File: src/rtl/ysyx_22050612_divw_seq_if.sv
// Operand/result handshake bundle for the sequential 32-bit divider (divw/divuw/remw/remuw).
// The driver side uses the master modport and the divider uses the slave modport.
interface ysyx_22050612_divw_seq_if;
    localparam int unsigned XLEN = 64;

    logic            in_valid;
    logic            in_ready;
    logic            op_rem;
    logic            op_unsigned;
    logic [XLEN-1:0] src1;
    logic [XLEN-1:0] src2;
    logic            kill;
    logic            out_valid;
    logic            out_ready;
    logic [XLEN-1:0] result;
    logic            busy;

    modport master (
        output in_valid, op_rem, op_unsigned, src1, src2, kill, out_ready,
        input  in_ready, out_valid, result, busy
    );

    modport slave (
        input  in_valid, op_rem, op_unsigned, src1, src2, kill, out_ready,
        output in_ready, out_valid, result, busy
    );
endinterface

File: src/rtl/ysyx_22050612_divw_seq.sv
// Sequential restoring divider for RV64 word divide/remainder, one quotient bit per cycle.
// Define YSYX_22050612_DIVW_EARLYOUT_EN to finish immediately when |dividend| < |divisor|.
module ysyx_22050612_divw_seq (
    input  logic                           clk,
    input  logic                           rst,
    ysyx_22050612_divw_seq_if.slave        io_div
);
    localparam int unsigned XLEN = 64;
    localparam int unsigned W    = 32;
    localparam int unsigned CNTW = 6;
    localparam logic [CNTW-1:0] LAST_ITER = CNTW'(W - 1);

    typedef enum logic [1:0] {
        IDLE = 2'd0,
        CALC = 2'd1,
        DONE = 2'd2
    } state_t;

    state_t            r_state;
    state_t            w_state_nxt;

    logic [CNTW-1:0]   r_cnt;
    logic [W-1:0]      r_divisor;
    logic [W-1:0]      r_part;
    logic [W-1:0]      r_quo;
    logic              r_neg_q;
    logic              r_neg_r;
    logic              r_op_rem;
    logic [XLEN-1:0]   r_result;
    logic              r_in_ready;
    logic              r_out_valid;
    logic              r_busy;

    logic              w_accept;
    logic              w_handoff;
    logic [W-1:0]      w_a;
    logic [W-1:0]      w_b;
    logic              w_sign1;
    logic              w_sign2;
    logic [W-1:0]      w_mag_a;
    logic [W-1:0]      w_mag_b;
    logic              w_div_zero;
    logic              w_ovf;
    logic              w_early;
    logic [W:0]        w_shift;
    logic [W:0]        w_diff;
    logic              w_ge;
    logic [W-1:0]      w_part_nxt;
    logic [W-1:0]      w_quo_nxt;
    logic [XLEN-1:0]   w_res_nxt;
    logic              w_unused_hi;

    function automatic logic [XLEN-1:0] sext_w(input logic [W-1:0] v);
        return {{(XLEN-W){v[W-1]}}, v};
    endfunction

    // Apply the recorded signs to the raw magnitudes and pick quotient or remainder.
    function automatic logic [XLEN-1:0] fixup(input logic [W-1:0] q, input logic [W-1:0] r,
                                              input logic neg_q, input logic neg_r,
                                              input logic sel_rem);
        logic [W-1:0] q_s;
        logic [W-1:0] r_s;
        q_s = neg_q ? (~q + W'(1)) : q;
        r_s = neg_r ? (~r + W'(1)) : r;
        return sext_w(sel_rem ? r_s : q_s);
    endfunction

    assign w_unused_hi = &{1'b0, io_div.src1[XLEN-1:W], io_div.src2[XLEN-1:W]};

    assign w_accept  = io_div.in_valid & r_in_ready & ~io_div.kill;
    assign w_handoff = r_out_valid & io_div.out_ready;

    assign w_a        = io_div.src1[W-1:0];
    assign w_b        = io_div.src2[W-1:0];
    assign w_sign1    = ~io_div.op_unsigned & w_a[W-1];
    assign w_sign2    = ~io_div.op_unsigned & w_b[W-1];
    assign w_mag_a    = w_sign1 ? (~w_a + W'(1)) : w_a;
    assign w_mag_b    = w_sign2 ? (~w_b + W'(1)) : w_b;
    assign w_div_zero = (w_b == '0);
    assign w_ovf      = ~io_div.op_unsigned & (w_a == 32'h8000_0000) & (w_b == 32'hFFFF_FFFF);

`ifdef YSYX_22050612_DIVW_EARLYOUT_EN
    assign w_early = ~w_div_zero & (w_mag_a < w_mag_b);
`else
    assign w_early = 1'b0;
`endif

    // One restoring step: shift in the next dividend bit and subtract if it fits.
    assign w_shift    = {r_part, r_quo[W-1]};
    assign w_diff     = w_shift - {1'b0, r_divisor};
    assign w_ge       = (w_shift >= {1'b0, r_divisor});
    assign w_part_nxt = w_ge ? w_diff[W-1:0] : w_shift[W-1:0];
    assign w_quo_nxt  = {r_quo[W-2:0], w_ge};

    always_ff @(posedge clk) begin
        if (rst) begin
            r_state <= IDLE;
        end else begin
            r_state <= w_state_nxt;
        end
    end

    always_comb begin
        w_state_nxt = r_state;
        w_res_nxt   = r_result;
        case (r_state)
            IDLE: begin
                if (w_accept) begin
                    if (w_div_zero) begin
                        w_state_nxt = DONE;
                        w_res_nxt   = sext_w(io_div.op_rem ? w_a : 32'hFFFF_FFFF);
                    end else if (w_ovf) begin
                        w_state_nxt = DONE;
                        w_res_nxt   = io_div.op_rem ? '0 : sext_w(32'h8000_0000);
                    end else if (w_early) begin
                        w_state_nxt = DONE;
                        w_res_nxt   = io_div.op_rem ? sext_w(w_a) : '0;
                    end else begin
                        w_state_nxt = CALC;
                    end
                end
            end
            CALC: begin
                if (r_cnt == LAST_ITER) begin
                    w_state_nxt = DONE;
                    w_res_nxt   = fixup(w_quo_nxt, w_part_nxt, r_neg_q, r_neg_r, r_op_rem);
                end
            end
            DONE: begin
                if (w_handoff) begin
                    w_state_nxt = IDLE;
                end
            end
            default: begin
                w_state_nxt = IDLE;
            end
        endcase
        if (io_div.kill) begin
            w_state_nxt = IDLE;
            w_res_nxt   = '0;
        end
    end

    // Datapath and registered handshake outputs follow the next state.
    always_ff @(posedge clk) begin
        if (rst) begin
            r_cnt       <= '0;
            r_divisor   <= '0;
            r_part      <= '0;
            r_quo       <= '0;
            r_neg_q     <= 1'b0;
            r_neg_r     <= 1'b0;
            r_op_rem    <= 1'b0;
            r_result    <= '0;
            r_in_ready  <= 1'b1;
            r_out_valid <= 1'b0;
            r_busy      <= 1'b0;
        end else begin
            r_in_ready  <= (w_state_nxt == IDLE);
            r_out_valid <= (w_state_nxt == DONE);
            r_busy      <= (w_state_nxt != IDLE);
            r_result    <= w_res_nxt;
            if (io_div.kill) begin
                r_cnt <= '0;
            end else if (r_state == IDLE && w_accept) begin
                r_cnt     <= '0;
                r_divisor <= w_mag_b;
                r_part    <= '0;
                r_quo     <= w_mag_a;
                r_neg_q   <= w_sign1 ^ w_sign2;
                r_neg_r   <= w_sign1;
                r_op_rem  <= io_div.op_rem;
            end else if (r_state == CALC) begin
                r_part <= w_part_nxt;
                r_quo  <= w_quo_nxt;
                r_cnt  <= (r_cnt == LAST_ITER) ? '0 : r_cnt + CNTW'(1);
            end
        end
    end

    assign io_div.in_ready  = r_in_ready;
    assign io_div.out_valid = r_out_valid;
    assign io_div.busy      = r_busy;
    assign io_div.result    = r_result;
endmodule

File: src/flat_wrapper.sv
// flat-port wrapper written by rule: the top's interface ports become plain ports
module ysyx_22050612_divw_seq_flat 
  (clk, rst, io_div_in_valid, io_div_op_rem, io_div_op_unsigned, io_div_src1, io_div_src2, io_div_kill, io_div_out_ready, io_div_in_ready, io_div_out_valid, io_div_result, io_div_busy);
  ysyx_22050612_divw_seq_if io_div_i ();
  input  logic clk;
  input  logic rst;
  input wire logic [$bits(io_div_i.in_valid)-1:0] io_div_in_valid;
  input wire logic [$bits(io_div_i.op_rem)-1:0] io_div_op_rem;
  input wire logic [$bits(io_div_i.op_unsigned)-1:0] io_div_op_unsigned;
  input wire logic [$bits(io_div_i.src1)-1:0] io_div_src1;
  input wire logic [$bits(io_div_i.src2)-1:0] io_div_src2;
  input wire logic [$bits(io_div_i.kill)-1:0] io_div_kill;
  input wire logic [$bits(io_div_i.out_ready)-1:0] io_div_out_ready;
  output wire logic [$bits(io_div_i.in_ready)-1:0] io_div_in_ready;
  output wire logic [$bits(io_div_i.out_valid)-1:0] io_div_out_valid;
  output wire logic [$bits(io_div_i.result)-1:0] io_div_result;
  output wire logic [$bits(io_div_i.busy)-1:0] io_div_busy;
  assign io_div_i.in_valid = io_div_in_valid;
  assign io_div_i.op_rem = io_div_op_rem;
  assign io_div_i.op_unsigned = io_div_op_unsigned;
  assign io_div_i.src1 = io_div_src1;
  assign io_div_i.src2 = io_div_src2;
  assign io_div_i.kill = io_div_kill;
  assign io_div_i.out_ready = io_div_out_ready;
  assign io_div_in_ready = io_div_i.in_ready;
  assign io_div_out_valid = io_div_i.out_valid;
  assign io_div_result = io_div_i.result;
  assign io_div_busy = io_div_i.busy;
  ysyx_22050612_divw_seq u_core (.clk(clk), .rst(rst), .io_div(io_div_i));
endmodule
File: config.mk
export PLATFORM = sky130hd
export DESIGN_NAME = ysyx_22050612_divw_seq_flat
export DESIGN_NICKNAME = d
export VERILOG_FILES = /design/src/rtl/ysyx_22050612_divw_seq_if.sv /design/src/rtl/ysyx_22050612_divw_seq.sv /design/src/flat_wrapper.sv
export SDC_FILE = /design/constraint.sdc
export NUM_CORES = 1
export LEC_CHECK = 0
export BUFFER_PORTS_ARGS = -buffer_cell sky130_fd_sc_hd__buf_2
export CORE_AREA = 10 10 155 157
export CTS_CLUSTER_SIZE = 8
export DETAILED_ROUTE_END_ITERATION = 7
export DIE_AREA = 0 0 165 167
export GPL_TIMING_DRIVEN = 0
export PLACE_DENSITY = 0.83
export SLEW_MARGIN = 15
export SYNTH_ARGS = -nofsm -noshare
export SYNTH_HDL_FRONTEND = slang
export SYNTH_SLANG_ARGS = --single-unit
File: constraint.sdc
create_clock -name clk -period 14.7 [get_ports clk]
set_input_delay 1.47 -clock clk [delete_from_list [all_inputs] [get_ports clk]]
set_output_delay 1.47 -clock clk [all_outputs]
set_load 0.01 [all_outputs]
==> flow_summary_export.csv, run 1 <==
group,metric,value,unit
place,dp.final_hpwl,36100,um
logic_synthesis,seq_area_frac_synth,23.2,%
place,gp_congestion,0.994,
logic_synthesis,synth.largest_area_cell,"dfxtp_1",
floorplanning,die_y,167,um
timing,max_freq,164,MHz
global_route,overflow,0,
logic_synthesis,synthDistinctLibCells,102,
layout,stdcell_count,2133,
route,drtIter0Drc,1829,
logic_synthesis,synth_top_area_share,23.2,%
clocking,cts_root_buf,"clkbuf_16",
clocking,cts_setup_buffers,0,
floorplanning,rows,53,
worst_setup_path,reg2reg_setup_slack,8.60,ns
worst_setup_path,start_kind,"flop",
floorplanning,pin_count,202,
clocking,htree_num_levels,4,
logic_synthesis,synth-edff-count,0,
power,vdd_drop_max,0.0000853,V
route,antenna_left,0,
timing,skew,0.0165,ns
global_route,grt-busiest-layer,"met2",
timing,fin_crit,6.10,ns
clocking,clk_pin_slew_worst_paths,0.07,ns
route,routed_wl,46100,um
timing,final_hold_viol_count,0,
layout,nets,2019,
floorplanning,dieArea,0.0276,mm2
timing,fin_tns_setup,0,ns
layout,n_antenna_cell,0,
logic_synthesis,yosys_warnings,0,
logic_synthesis,syn-num-nets,1864,
worst_setup_path,cp-end-kind,"flop",
global_route,grt.met1_usage,42.9,%
clocking,cts_hold_buf,0,
min_path,hp-class,"reg2reg",
logic_synthesis,yosysMostFrequentCell,"nor2_1",
global_route,track_usage,32.1,%
logic_synthesis,yosys_register_bits,142,
logic_synthesis,synthTopCellsByArea,"dfxtp_1 23%, nor2_1 6.5%, nand2_1 5.7%",
route,wl_per_cell,21.6,um
route,vias,14000,
logic_synthesis,synth_area,0.0123,mm2
floorplanning,fp.dieW,165,um
worst_setup_path,cp.arrival,6.41,ns
logic_synthesis,syn_inst,1690,
worst_setup_path,cp.required,15.02,ns
place,numPlacedInstances,2101,
layout,syn_to_final_growth,13.2,%
floorplanning,start_util,59.0,%
logic_synthesis,ys.flop_type,"dfxtp_1",
layout,drive_above_1_share,15.0,%
logic_synthesis,syn_area_per_cell,7.27,um2
logic_synthesis,yosys-top-cells-count,"211 x nor2_1, 188 x nand2_1, 142 x dfxtp_1, 124 x a21oi_1, 105 x o21ai_0",
clocking,cts_resized,0,
timing,maxSlewViolCount,0,
global_route,grt_antenna_before_repair,1,
power,powerDensity,84.1,mW/mm2
route,drcViolationCount,0,
route,drt_pre_antenna_iters,6,
global_route,use_met2,48.0,%
clocking,clock_path_buffers,2,
timing,rsz0062_at_grt,"false",
clocking,cts_tree,"done",
layout,nFillCells,1894,
job,drv_cap,0,
worst_setup_path,crit_fanout,10,
timing,setup_viol,0,
timing,slew_headroom,13.4,%
logic_synthesis,async_flop_share,0,%
global_route,met3_usage,8.38,%
run_status,status,"finished, final reports clean",
global_route,grt_pass1_wl,71000,um
global_route,grt_pass1_vias,12900,
worst_setup_path,worstSetupPathType,"reg2reg",
place,numPortBuffers,136,
global_route,grt_max_degree,36,
power,leakage,5.53,nW
clocking,cts_buffers,17,
route,vias_per_cell,6.55,
timing,min_period_over_period,41.5,%
clocking,cts_num_sinks,142,
timing,worst_pin_slew,1.29,ns
clocking,clkLatencyLatePin,0.45,ns
floorplanning,core_area,0.0208,mm2
-- metrics by stage --
step / util (%) / worst slack [ns] / instance area (um2) / hold slack (ns) / total power, mW
after floorplan: - / 9.96 / 12300 / 0.432 / 0.629
after global placement: 63.9 / 8.93 / 13300 / 0.441 / 0.716
after detailed placement: 63.9 / 8.87 / 13300 / 0.456 / 0.722
after CTS: 66.7 / 8.84 / 13900 / 0.463 / 1.15
after global routing: 66.7 / 8.26 / 13900 / 0.482 / 1.21
final: 66.7 / 8.60 / 13900 / 0.465 / 1.17
-- final timing paths --
kind,startpoint,endpoint,cells after the start
max,u_core.r_divisor[28],u_core.io_div.result[28],24
min,u_core.r_divisor[31],u_core.r_divisor[31],2
max reg2reg,u_core.r_divisor[28],u_core.io_div.result[28],24
min reg2reg,u_core.r_divisor[31],u_core.r_divisor[31],2
-- sequential cells by signal (all words and copies together) (netlist names) --
| signal | count |
|---|---|
| u_core.r_cnt | 6 |
| u_core.io_div.in_ready | 1 |
| u_core.io_div.result | 32 |
| u_core.io_div.out_valid | 1 |
| u_core.r_part | 32 |
| u_core.r_op_rem | 1 |
| u_core.io_div.busy | 1 |
| u_core.r_state | 2 |
| u_core.r_divisor | 32 |
| u_core.r_neg_q | 1 |
| u_core.r_neg_r | 1 |
| u_core.r_quo | 32 |
-- kinds of logic after synthesis --
kind of cell               share of synthesized area [%]
and+or+nand+nor                                     25.2
muxes                                               2.10
buffers and inverters                               7.66
adders and majority gates                           4.04
xor gates and xnor gates                            9.27
DFF                                                 23.2
AOI/OAI and AO/OA                                   28.6
-- power breakdown --
group | internal (mW) | leakage (nW) | switching [mW]
clock | 0.228 | 0.281 | 0.213
combinational | 0.106 | 4.09 | 0.208
sequential | 0.399 | 1.16 | 0.0154
-- layout make-up --
cell class	count	area [um2]	area share [%]
multi-input combinational	1347	8490	61.1
sequential	142	2840	20.5
buffer	142	717	5.16
timing repair buffer	136	681	4.90
clock buffer	17	425	3.06
tap	275	344	2.48
inverter	59	224	1.61
clock inverter	15	170	1.22
-- worst max-delay path, stage by stage, from the launching register on --
cell and delay, ns:
dfxtp_1 0.31, inv_1 0.19, ha_1 0.27, buf_2 0.19
a21oi_1 0.25, o21ai_1 0.16, a311oi_1 0.33, or3_1 0.30
nand3_4 0.13, buf_12 0.18, inv_4 0.09, buf_2 0.27
buf_1 0.54, ha_1 0.32, or4b_2 0.68, nor2_1 0.16
nand4b_1 0.18, nor2_1 0.20, nand3_1 0.17, or3_1 0.37
o21ai_0 0.21, xor2_1 0.22, a21oi_1 0.09, o21ai_0 0.08
o22ai_1 0.09
-- metal layers --
layer / up-vias / routed length (um)
met1: 6503 / 18800
met5: - / 13
li1: 6432 / -
met2: 862 / 20000
met4: 2 / 1720
met3: 164 / 5590
-- layout by cell type, fill, tap and decap left out, drive strengths merged, types with 26 or more instances in the layout --
| cell type | n |
|---|---|
| nand3 | 31 |
| dfxtp | 142 |
| xnor2 | 66 |
| ha | 38 |
| or3 | 26 |
| a21oi | 128 |
| a31oi | 41 |
| a211oi | 50 |
| inv | 65 |
| nor3 | 37 |
| clkbuf | 91 |
| nand2 | 188 |
| buf | 204 |
| o21ai | 120 |
| a311oi | 34 |
| nand4 | 31 |
| xor2 | 64 |
| nor2 | 211 |
No activity file was read; power rests on OpenSTA's default activity.
==> run 2: changes to the inputs <==
--- a/config.mk
+++ b/config.mk
@@ -6,12 +6,12 @@
 export NUM_CORES = 1
 export LEC_CHECK = 0
 export BUFFER_PORTS_ARGS = -buffer_cell sky130_fd_sc_hd__buf_2
-export CORE_AREA = 10 10 155 157
+export CORE_AREA = 10 10 157 159
 export CTS_CLUSTER_SIZE = 8
 export DETAILED_ROUTE_END_ITERATION = 7
-export DIE_AREA = 0 0 165 167
+export DIE_AREA = 0 0 167 169
 export GPL_TIMING_DRIVEN = 0
-export PLACE_DENSITY = 0.83
+export PLACE_DENSITY = 0.81
 export SLEW_MARGIN = 15
 export SYNTH_ARGS = -nofsm -noshare
 export SYNTH_HDL_FRONTEND = slang
==> constraint.sdc (replaced) <==
create_clock -name clk -period 6.22 [get_ports clk]
set_input_delay 0.622 -clock clk [delete_from_list [all_inputs] [get_ports clk]]
set_output_delay 0.622 -clock clk [all_outputs]
set_load 0.01 [all_outputs]
==> run 2 against run 1 <==
The run now ends with DRC left; worst setup slack got worse by 8.1 ns; wire length decreased by 0.73%; clock skew decreased by 0.0035 ns; first-iteration DRC count increased by 0.38%; count of clock-buffer cells in the layout increased by 1; fmax increased by 6.0%; clock power increased by 140%; combinational power increased by 130%; critical path depth decreased by 1; die area increased by 2.4%; cell count increased by 0.19%; critical path type unchanged; total power increased by 140%.
==> flow_summary_export.csv, run 2 (same netlist as run 1, synthesis figures left out) <==
group,metric,value,unit
timing,fin_crit,5.75,ns
place,dp.final_hpwl,35900,um
clocking,cts_num_sinks,142,
global_route,grt_max_degree,36,
timing,fin_tns_setup,0,ns
clocking,cts_hold_buf,0,
timing,final_hold_viol_count,0,
floorplanning,die_y,169,um
global_route,overflow,0,
layout,regArea,0.00284,mm2
route,wl_met1,18900,um
layout,syn_to_final_growth,13.1,%
floorplanning,pin_count,202,
timing,min_period_over_period,92.5,%
power,vdd_drop_max,0.000192,V
place,gp_congestion,0.996,
route,wl_per_cell,21.4,um
layout,final_common_cell,"nor2_1",
timing,setup_viol,0,
route,antenna_left,0,
floorplanning,dieArea,0.0282,mm2
clocking,clk_pin_slew_worst_paths,0.07,ns
worst_setup_path,cp.arrival,6.10,ns
layout,drive_above_1_share,15.0,%
global_route,grt_pass1_vias,12900,
route,vias_per_cell,6.50,
floorplanning,fp.dieW,167,um
route,vias,13900,
timing,max_freq,174,MHz
clocking,htree_num_levels,4,
route,routed_wl,45800,um
floorplanning,core_area,0.0216,mm2
route,drcViolationCount,4,
layout,nets,2018,
clocking,clkLatencyLatePin,0.44,ns
clocking,cts_tree,"done",
place,numPortBuffers,136,
timing,worst_pin_slew,1.13,ns
place,dpl_cell_area,0.0133,mm2
power,powerDensity,199,mW/mm2
timing,maxSlewViolCount,0,
min_path,hp-class,"reg2reg",
global_route,track_usage,30.4,%
power,p_int,1.76,mW
route,top_layer,"met5",
worst_setup_path,crit_fanout,10,
power,leakage,5.53,nW
layout,finalInstanceArea,0.0139,mm2
route,wl_met3,5210,um
power,seq_power_share,35.5,%
route,drt_pre_antenna_iters,8,
clocking,cts_root_buf,"clkbuf_16",
layout,nFillCells,2001,
job,drv_cap,0,
clocking,cts_buffers,17,
clocking,cts_resized,0,
timing,skew,0.0130,ns
global_route,grt_pass1_wl,70100,um
worst_setup_path,cp.required,6.57,ns
power,clkPwrFrac,37.8,%
layout,n_antenna_cell,0,
power,switchingPower,0.997,mW
timing,slew_headroom,24.1,%
run_status,status,"finished with violations",
global_route,grt_antenna_before_repair,1,
run_status,violations,"DRC",
layout,layout_common_cells,"211 x nor2_1, 188 x nand2_1, 156 x buf_2, 141 x dfxtp_1, 124 x a21oi_1",
route,drtIter0Drc,1836,
worst_setup_path,cp-end-kind,"flop",
floorplanning,rows,54,
floorplanning,start_util,57.0,%
timing,rsz0062_at_grt,"false",
layout,multi_input_area,0.00849,mm2
power,power_frac_comb,26.7,%
route,met2WireLength,20200,um
power,switching_share,36.1,%
worst_setup_path,start_kind,"flop",
worst_setup_path,worstSetupPathType,"reg2reg",
clocking,clock_path_buffers,2,
clocking,cts_setup_buffers,0,
run 2: cell types whose count changed in the layout (fill, tap and decap cells not counted), sizes merged:
cell      previous run  this run
bufinv               0         1
buf                204       203
clkinvlp             3         1
inv                 65        66
clkbuf              91        92
clkinv               6         5
run 2: worst max-delay path, stage by stage, from the launching register on:
cell	delay [ns]
dfxtp_1	0.33
inv_1	0.12
ha_1	0.30
buf_2	0.20
nand4_2	0.19
nor4_4	0.48
nand3_2	0.14
and4_4	0.25
nand3_4	0.11
buf_12	0.15
buf_4	0.21
buf_2	0.33
clkbuf_1	0.55
nand2_1	0.10
o21ai_0	0.13
ha_1	0.31
nand2_1	0.15
or3_1	0.32
nor4_1	0.18
a41oi_1	0.17
o21ai_0	0.32
xor2_1	0.24
a21oi_1	0.10
a211oi_1	0.24
run 2: final cells by class:
class / count / share of cell area, %
repair buffers: 136 / 4.90
clock inverters: 14 / 1.08
inverters: 59 / 1.61
plain buffers: 141 / 5.14
multi-input cells: 1347 / 61.2
flip-flops and latches: 142 / 20.5
well taps: 280 / 2.52
clock buffers: 18 / 3.09
run 2: layer usage:
| layer | global-route usage [%] | up-vias |
|---|---|---|
| met3 | 7.43 | 131 |
| met5 | 0 | - |
| met2 | 47.5 | 825 |
| li1 | - | 6448 |
| met1 | 39.7 | 6477 |
| met4 | 11.5 | 2 |
run 2: metrics by stage:
stage | worst slack [ns] | util [%] | power (mW) | cells | hold slack [ns]
floorplan | 1.48 | - | 1.49 | 1690 | 0.432
global placement | 0.369 | 61.7 | 1.69 | 2106 | 0.442
detailed placement | 0.367 | 61.7 | 1.70 | 2106 | 0.456
CTS | 0.337 | 64.4 | 2.72 | 2138 | 0.473
global route | 0.0163 | 64.4 | 2.85 | 2137 | 0.497
finish | 0.470 | 64.4 | 2.76 | 2137 | 0.470
run 2: worst paths after layout:
kind                                                  to                 start  cells past startpoint  slack (ns)
worst max register to register  u_core.io_div.result[14]  u_core.r_divisor[28]                     23        0.47
worst max-delay path            u_core.io_div.result[14]  u_core.r_divisor[28]                     23        0.47
worst min register to register       u_core.r_divisor[0]   u_core.r_divisor[0]                      2        0.47
worst min-delay path                 u_core.r_divisor[0]   u_core.r_divisor[0]                      2        0.47
run 2: power groups by stage:
| stage | Clock, mW | Combinational (mW) | Sequential (mW) |
|---|---|---|---|
| finish | 1.04 | 0.737 | 0.978 |
| floorplan | 0 | 0.500 | 0.985 |
| detailed placement | 0 | 0.708 | 0.997 |
| global placement | 0 | 0.696 | 0.995 |
| CTS | 1.03 | 0.713 | 0.976 |
| global route | 1.07 | 0.794 | 0.982 |
==> run 3: changes to the inputs <==
--- a/config.mk
+++ b/config.mk
@@ -6,12 +6,12 @@
 export NUM_CORES = 1
 export LEC_CHECK = 0
 export BUFFER_PORTS_ARGS = -buffer_cell sky130_fd_sc_hd__buf_2
-export CORE_AREA = 10 10 157 159
+export CORE_AREA = 10 10 177 179
 export CTS_CLUSTER_SIZE = 8
 export DETAILED_ROUTE_END_ITERATION = 7
-export DIE_AREA = 0 0 167 169
+export DIE_AREA = 0 0 187 189
 export GPL_TIMING_DRIVEN = 0
-export PLACE_DENSITY = 0.81
+export PLACE_DENSITY = 0.65
 export SLEW_MARGIN = 15
 export SYNTH_ARGS = -nofsm -noshare
 export SYNTH_HDL_FRONTEND = slang
==> run 3 against run 2 <==
The flow now finishes without violations; non-clock buffer count unchanged; via count fell by 2.3%; final area grew 1.0%; fmax fell by 1.2%; first-iteration DRC count decreased by 15%; clock skew increased by 0.0024 ns; sequential power about the same; critical path type unchanged; critical endpoint is now u_core.io_div.result[18]; largest power group unchanged.
==> flow_summary_export.csv, run 3 (same netlist as run 1, synthesis figures left out) <==
group,metric,value,unit
run_status,status,"finished, final reports clean",
timing,worst_pin_slew,1.30,ns
global_route,grt_max_degree,36,
route,wl_per_cell,21.0,um
worst_setup_path,worstPathCellList,"inv_1 -> ha_1 -> buf_2 -> nand4_2 -> nor4_4 -> nand3_2 -> and4_4 -> nand3_4 -> buf_12 -> buf_4 -> buf_2 -> clkbuf_1 -> nand2_1 -> o21ai_0 -> ha_1 -> nand2_1 -> or3_1 -> nor4_1 -> a41oi_1 -> o31ai_1 -> xnor2_1 -> a21oi_1 -> a211oi_1",
timing,setup_viol,0,
floorplanning,start_util,44.4,%
clocking,cts_root_buf,"clkbuf_16",
worst_setup_path,slowest_delay,0.54,ns
timing,fin_tns_setup,0,ns
route,routed_wl,46900,um
layout,final_common_cell,"nor2_1",
worst_setup_path,crit_fanout,10,
layout,layout_common_cells,"211 x nor2_1, 188 x nand2_1, 156 x buf_2, 142 x dfxtp_1, 124 x a21oi_1",
timing,max_freq,172,MHz
global_route,grt_pass1_wl,72700,um
clocking,clock_path_buffers,2,
power,switching_share,37.3,%
min_path,min-delay-start,"u_core.r_divisor[31]",
place,gp_congestion,0.954,
worst_setup_path,reg2reg_setup_slack,0.40,ns
timing,fin_crit,5.82,ns
route,drt_pre_antenna_iters,6,
min_path,hp-class,"reg2reg",
layout,n_antenna_cell,0,
layout,nFillCells,2830,
clocking,clk_pin_slew_worst_paths,0.07,ns
global_route,grt_antenna_before_repair,0,
clocking,cts_tree,"done",
place,numPortBuffers,136,
floorplanning,rows,61,
route,drcViolationCount,0,
timing,setup_ws,0.397,ns
timing,skew,0.0154,ns
worst_setup_path,rr_startpoint,"u_core.r_divisor[28]",
layout,drive_above_1_share,15.0,%
floorplanning,pin_count,202,
worst_setup_path,worstSetupPathType,"reg2reg",
timing,final_hold_viol_count,0,
power,vdd_drop_max,0.000130,V
layout,syn_to_final_growth,14.3,%
worst_setup_path,cp.arrival,6.17,ns
route,vias,13600,
power,clkPwrFrac,37.9,%
clocking,htree_num_levels,4,
clocking,cts_buffers,17,
global_route,overflow,0,
timing,slew_headroom,12.6,%
power,power_frac_comb,26.7,%
clocking,clkLatencyLatePin,0.44,ns
power,total_power,2.76,mW
min_path,holdPathEnd,"u_core.r_divisor[31]",
worst_setup_path,start_kind,"flop",
power,powerDensity,197,mW/mm2
place,dp.final_hpwl,37600,um
floorplanning,core_area,0.0276,mm2
worst_setup_path,slowest_stage,"clkbuf_1",
place,post-place-ws,0.299,ns
worst_setup_path,rr_worst_depth,23,
layout,nets,2018,
min_path,whs_path_depth,2,
power,p_int,1.73,mW
power,seq_power_share,35.4,%
floorplanning,dieArea,0.0353,mm2
route,antenna_left,0,
clocking,cts_num_sinks,142,
timing,rsz0062_at_grt,"false",
layout,multi_input_area,0.00849,mm2
timing,min_period_over_period,93.6,%
clocking,cts_resized,0,
power,switchingPower,1.03,mW
floorplanning,fp.dieW,187,um
timing,maxSlewViolCount,0,
job,drv_cap,0,
global_route,grt_pass1_vias,12600,
floorplanning,die_y,189,um
layout,regArea,0.00284,mm2
power,leakage,5.53,nW
worst_setup_path,cp-end-kind,"flop",
route,vias_per_cell,6.07,
route,drtIter0Drc,1555,
global_route,track_usage,25.5,%
worst_setup_path,cp.required,6.57,ns
worst_setup_path,reg2reg_to,"u_core.io_div.result[18]",
[run 3: area by class of cell]
type / instances / area share [%]
clock buffer: 17 / 3.03
tap: 378 / 3.37
timing repair buffer: 136 / 4.85
multi-input combinational: 1347 / 60.6
inverter: 59 / 1.60
buffer: 141 / 5.08
sequential: 142 / 20.3
clock inverter: 15 / 1.25
[run 3: critical path, delay by kind of cell (launching register included)]
kind                       cells  cell delay [ns]
and+or+nand+nor                9             1.94
DFF                            1             0.33
adders and majority gates      2             0.59
xor gates and xnor gates       1             0.22
AOI/OAI and AO/OA              5             1.03
buffers and inverters          6             1.61
[run 3: power groups by stage]
| stage | sequential (mW) | combinational, mW | clock, mW |
|---|---|---|---|
| after floorplan | 0.985 | 0.500 | 0 |
| after global placement | 0.996 | 0.708 | 0 |
| after detailed placement | 0.997 | 0.716 | 0 |
| after CTS | 0.976 | 0.719 | 1.05 |
| after global routing | 0.981 | 0.802 | 1.09 |
| final | 0.978 | 0.738 | 1.05 |
[run 3: per-layer routing]
metal / routed length (um) / GRT usage, %
met5: 0 / 0
met4: 1310 / 8.41
met3: 3750 / 3.25
met2: 21000 / 40.1
met1: 20900 / 35.2
[run 3: per-stage QoR]
stage	util (%)	cell area, um2	cells	hold slack, ns
CTS	50.8	14000	2236	0.471
floorplan	-	12300	1690	0.432
finish	50.8	14000	2235	0.471
global placement	48.6	13400	2204	0.443
detailed placement	48.6	13400	2204	0.463
global route	50.8	14000	2235	0.496
[run 3: worst max path at each step]
stage	from	endpoint	slack [ns]	cells after the start
floorplan	u_core.r_divisor[4]	u_core.io_div.result[28]	1.48	24
global placement	u_core.r_divisor[28]	u_core.io_div.result[28]	0.33	24
detailed placement	u_core.r_divisor[28]	u_core.io_div.result[28]	0.30	24
CTS	u_core.r_divisor[28]	u_core.io_div.result[28]	0.27	24
global route	u_core.r_divisor[28]	u_core.io_div.result[26]	0.10	22
finish	u_core.r_divisor[28]	u_core.io_div.result[18]	0.40	23
[run 3: timing repair]
item                       4_1_cts  5_1_grt
buffers inserted                 0        0
setup endpoints to repair        0        4
hold buffers                     0        0
